`src/rtl/pipe_pkg.sv`:
```
// Shared definitions for the pipeline stage registers: action encoding,
// stall-vector geometry and stage indices.
package pipe_pkg;

  typedef enum logic [1:0] {
    ACT_RUN    = 2'd0,
    ACT_HOLD   = 2'd1,
    ACT_BUBBLE = 2'd2,
    ACT_CLEAR  = 2'd3
  } pipe_act_t;

  localparam int unsigned STALL_W = 6;

  // Bit positions in the core stall vector
  localparam int unsigned STG_IF   = 0;
  localparam int unsigned STG_ID   = 1;
  localparam int unsigned STG_EX   = 2;
  localparam int unsigned STG_MEM  = 3;
  localparam int unsigned STG_DMEM = 4;
  localparam int unsigned STG_WB   = 5;

endpackage

```
`src/rtl/sat_counter.sv`:
```
// Unsigned counter that sticks at all-ones; rst and clr both return it to 0.
module sat_counter #(
  parameter int unsigned W = 16
) (
  input  logic         clk,
  input  logic         rst,
  input  logic         clr,
  input  logic         inc,
  output logic [W-1:0] cnt
);

  // Count up on inc, never wrapping past all-ones
  always_ff @(posedge clk) begin
    if (rst || clr) begin
      cnt <= '0;
    end else if (inc && (cnt != '1)) begin
      cnt <= cnt + 1'b1;
    end
  end

endmodule

```
`src/rtl/pipe_stage_reg.sv`:
```
// Generic inter-stage pipeline register with per-lane valids, stall/flush
// handling, bubble/flush statistics and a hold watchdog.
module pipe_stage_reg
  import pipe_pkg::*;
#(
  parameter int unsigned DW         = 128,
  parameter int unsigned NLANE      = 1,
  parameter int unsigned STAGE      = 2,
  parameter int unsigned STALLW     = STALL_W,
  parameter int unsigned CNTW       = 16,
  parameter int unsigned HOLD_LIMIT = 1024
) (
  input  logic                  clk,
  input  logic                  rst,
  input  logic [STALLW-1:0]     stall,
  input  logic                  flush,
  input  logic [NLANE-1:0]      in_valid,
  input  logic [NLANE*DW-1:0]   in_data,
  input  logic                  in_next_delayslot,
  output logic [NLANE-1:0]      out_valid,
  output logic [NLANE*DW-1:0]   out_data,
  output logic                  out_delayslot,
  output logic [1:0]            act,
  output logic [CNTW-1:0]       bubble_cnt,
  output logic [CNTW-1:0]       flush_cnt,
  output logic                  stuck
);

  if (STAGE + 1 >= STALLW) begin : g_bad_stage
    $error("pipe_stage_reg: STAGE+1 must be below STALLW");
  end
  if (HOLD_LIMIT < 1 || HOLD_LIMIT >= 65536) begin : g_bad_limit
    $error("pipe_stage_reg: HOLD_LIMIT must be in [1, 65535]");
  end

  localparam logic [15:0] HOLD_MAX = 16'(HOLD_LIMIT);

  pipe_act_t   act_next;
  pipe_act_t   act_q;
  logic [15:0] hold_age;
  logic        hold_inc;
  logic        hold_clr;

  // Single priority decode: rst > flush > advance > bubble > hold
  always_comb begin
    act_next = ACT_HOLD;
    if (rst || flush)                  act_next = ACT_CLEAR;
    else if (!stall[STAGE])            act_next = ACT_RUN;
    else if (!stall[STAGE+1])          act_next = ACT_BUBBLE;
    else                               act_next = ACT_HOLD;
  end

  assign hold_clr = (act_next != ACT_HOLD);
  assign hold_inc = (act_next == ACT_HOLD) && (hold_age < HOLD_MAX);

  // Payload, valids and delay-slot flag follow the decoded action
  always_ff @(posedge clk) begin
    unique case (act_next)
      ACT_RUN: begin
        out_valid     <= in_valid;
        out_data      <= in_data;
        out_delayslot <= in_next_delayslot;
      end
      ACT_HOLD: ;
      default: begin
        out_valid     <= '0;
        out_data      <= '0;
        out_delayslot <= 1'b0;
      end
    endcase
    act_q <= act_next;
  end

  // Watchdog: set on the edge completing the HOLD_LIMIT-th consecutive hold
  always_ff @(posedge clk) begin
    if (rst) begin
      stuck <= 1'b0;
    end else if (act_next == ACT_HOLD && hold_age >= HOLD_MAX - 16'd1) begin
      stuck <= 1'b1;
    end
  end

  assign act = act_q;

  sat_counter #(.W(CNTW)) u_bubble_cnt (
    .clk (clk),
    .rst (rst),
    .clr (1'b0),
    .inc (act_next == ACT_BUBBLE),
    .cnt (bubble_cnt)
  );

  sat_counter #(.W(CNTW)) u_flush_cnt (
    .clk (clk),
    .rst (rst),
    .clr (1'b0),
    .inc (act_next == ACT_CLEAR),
    .cnt (flush_cnt)
  );

  sat_counter #(.W(16)) u_hold_age (
    .clk (clk),
    .rst (rst),
    .clr (hold_clr),
    .inc (hold_inc),
    .cnt (hold_age)
  );

endmodule

```
`config.mk`:
```
export PLATFORM = sky130hd
export DESIGN_NAME = pipe_stage_reg
export DESIGN_NICKNAME = d
export VERILOG_FILES = /design/src/rtl/pipe_pkg.sv /design/src/rtl/sat_counter.sv /design/src/rtl/pipe_stage_reg.sv
export SDC_FILE = /design/constraint.sdc
export NUM_CORES = 1
export LEC_CHECK = 0
export CAP_MARGIN = 10
export CORE_ASPECT_RATIO = 2
export CORE_MARGIN = 4
export CORE_UTILIZATION = 46
export DETAILED_ROUTE_END_ITERATION = 8
export HOLD_SLACK_MARGIN = 0.05
export PLACE_DENSITY = 0.86
export SYNTH_ARGS = -nofsm -noshare
export SYNTH_HDL_FRONTEND = slang
export SYNTH_SLANG_ARGS = --single-unit
```
`constraint.sdc`:
```
create_clock -name clk -period 16.2 [get_ports clk]
set_clock_uncertainty 0.05 [all_clocks]
set_input_delay 3.24 -clock clk [delete_from_list [all_inputs] [get_ports clk]]
set_output_delay 3.24 -clock clk [all_outputs]
set_load 0.02 [all_outputs]
```
==> results.md <==
* Crit-path max cell delay at 810 ps
* IO Port Bufs at 299
* Internal power at between 0.0008 and 0.0009 W
* Sw Pwr at between 0.0002 and 0.00025 W
* Clk root buf: clkbuf_16
* Critical path arrival at around 5800 ps
* Post-CTS repair timing setup buffer count at 0
* Min-delay worst type: reg2reg
* Post-cts sizing count at 0
* Worst Path Required at 16190 ps
* Vias in the first global route at 5609
* DRT iter0 DRCs at 213
* Routed wire per std cell at 19.57 um
* Worst slew margin at 33.90%
* Status: complete, no violations
* Setup slack, reg-to-reg at 13940 ps
* Pre-CTS setup slack at 9988 ps
* Total grt overflow at 0
* Die Width at 96.59 um
* Layout cells sized above 1 at 5.594%
* Design area at 10950 um^2
* Slew Limit Fails at 0
* Syn Inst Count at 560
* Post-Route Setup TNS at 0 ps
* Drt first pass iters at 4
* Num rows at 64
* Largest net degree at the start of global routing at 82
* Syn Std Cell Area at ~7200 um^2
* Syn_nets at 702
* Leakage at 4.423 nW
* Clk_lat worst skew at 420 ps
* Clock Tree Buf Depth at 2
* CP endpoint kind: flip-flop
* FF+latch count, synth at 181
* Die height at 185.2 um
* I/O pin total at 304
* CTS tree: built
* Initial Util at 46.96%
* Worst path most repeated cell: buf_4
* Nets at 988
* Syn Area/Cell at 12.89 um^2
* Final worst slack at between 10000 and 15000 ps
* Kind of critical path: in2reg
* Die area at 17890 um^2
* Area growth from synthesis to layout at 51.60%
* Minimum clock period at 5782 ps
* First-pass GRT wire length at 30420 um
* Post-route antenna net violation count at 0
* Max Cap Viol at 0
* EDFF count, synth at 130
* Synth unique cells at 48
* TritonCTS Buffers at 17
* Critical Path Fanout Max at 73
* Sink Count at 181
* CP Launch Type: input pin
* Power density cells at approximately 95 nW/um^2
* Least-Margin Pin Slew at 978.8 ps
* Vias per cell at about 5.3
* CP bufs+invs at 4
* Hold slack final at 410.0 ps
* Ys flop type: edfxtp_1
* Fmax at ~170 MHz
* RSZ-0062 raised after global routing: false
* Slowest library cell on the worst path: buf_4
* Switching portion of total power at 21.55%
* Hold buffer count at CTS at 0
* Yosys warnings at 0
* Vias at 5651
* Final period util at 35.69%
* Gr usage total at 23.00%
* Seq/Total Area, Yosys at 68.20%
* Routability cong. at 0.8434
* Total wire length at 20710 um
* Initial antenna violation count at 2
* FFs w/ async S/R, synth at 0%
* Clock share of power at between 30% and 40%
* Drt drc at 0
* Htree depth at 4
* Clk slew on worst S/H paths at 70 ps
* Critical path's top delay family: buffers and inverters
* Sequential power share at 49.8%
* Worst VDD drop at 68.73 uV
* Core Region at 15370 um^2
* Combinational Power Share at 11.1%
* Final hold vios at 0
* Critical Path, Cell by Cell: clkdlybuf4s50_1 -> buf_4 -> or2_2 -> nor2_1 -> inv_6 -> buf_4
* Placed instance area at between 10000 and 15000 um^2
* Hpwl dp at around 15000 um
* Endpoints failing setup at 0
## cell type report
| cell class | instances | area, um^2 |
|---|---|---|
| clock buffer | 21 | 440.4 |
| antenna | 2 | 5.005 |
| tap | 198 | 247.7 |
| multi-input combinational | 332 | 2120 |
| clock inverter | 10 | 132.6 |
| fill | 1092 | 4428 |
| inverter | 9 | 38.79 |
| timing repair buffer | 305 | 3038 |
| sequential | 181 | 4925 |
## placed cells by master, fill, tap and decap left out, drive strengths merged, types with 12 or more instances in the layout
cell | netlist | layout
a21oi | 20 | 20
edfxtp | 130 | 130
clkdlybuf4s50 | 0 | 299
dfxtp | 51 | 51
clkbuf | 34 | 21
o21ai | 12 | 12
nor2 | 21 | 21
and3 | 133 | 133
nand4 | 14 | 14
nand3 | 13 | 13
nand2 | 16 | 16
## flip-flops by register name (all words and copies together), names as in the netlist
register and count:
u_bubble_cnt.cnt 16, u_hold_age.cnt 16, u_flush_cnt.cnt 16, stuck 1, act 2, out_delayslot 1, out_valid 1, out_data 128
## metrics by stage
stage	utilization [%]	total power [W]	cells
detailed placement	67.40	0.0006438	1025
floorplan	-	0.0005713	560
finish	71.20	0.001040	1058
global placement	67.40	0.0006418	1025
CTS	71.13	0.001047	1056
global route	71.18	0.001075	1057
## worst reg2reg max path, cell delays in order, from the launching register on
cell and delay [ps]:
dfxtp_1 450, nand4_2 240, nor4_2 780, buf_4 280, nor4b_1 70, mux2_2 290
## Yosys cell counts (5+ instances only)
master | n | area [um^2]
or4_1 | 9 | 67.56
xor2_1 | 6 | 52.55
and2_1 | 8 | 50.05
or2_2 | 6 | 37.54
nor2_1 | 21 | 78.83
clkbuf_1 | 34 | 127.6
o31ai_1 | 8 | 60.06
nand2_1 | 16 | 60.06
o21ai_0 | 12 | 60.06
and3_1 | 133 | 832.1
nand3_1 | 13 | 65.06
nand4_1 | 13 | 81.33
inv_1 | 9 | 33.78
dfxtp_1 | 51 | 1021
or3_1 | 8 | 50.05
a21oi_1 | 20 | 100.1
edfxtp_1 | 130 | 3904
o41ai_1 | 5 | 43.79
## metal layers
| layer | up-vias | part of all wire [%] | GRT usage [%] |
|---|---|---|---|
| met5 | - | 0.092 | 0 |
| met2 | 230 | 56 | 42.11 |
| met4 | 2 | 2.3 | 9.387 |
| li1 | 2704 | - | - |
| met3 | 29 | 7.9 | 7.764 |
| met1 | 2686 | 34 | 23.10 |
## power groups by stage
stage | sequential, W | combinational, W | clock [W]
2_1_floorplan | 0.000553 | 0.0000186 | 0
3_3_place_gp | 0.000527 | 0.000115 | 0
3_5_place_dp | 0.000528 | 0.000116 | 0
4_1_cts | 0.000518 | 0.000116 | 0.000412
5_1_grt | 0.000519 | 0.000122 | 0.000433
6_report | 0.000518 | 0.000116 | 0.000406
## final timing paths
| kind | start | end | cells past startpoint |
|---|---|---|---|
| worst max-delay path | rst | out_data[109] | 6 |
| worst min-delay path | u_hold_age.cnt[15] | u_hold_age.cnt[15] | 1 |
| worst max register to register | u_bubble_cnt.cnt[4] | u_bubble_cnt.cnt[11] | 5 |
| worst min register to register | u_hold_age.cnt[15] | u_hold_age.cnt[15] | 1 |
## kinds of logic after synthesis
logic type,synth area share (%)
xor gates and xnor gates,1.213
AOI/OAI and AO/OA,5.597
buffers and inverters,2.634
and+or+nand+nor,20.97
adders and majority gates,0.5199
muxes,0.8664
DFF,68.20
No activity file was read; power rests on OpenSTA's default activity.
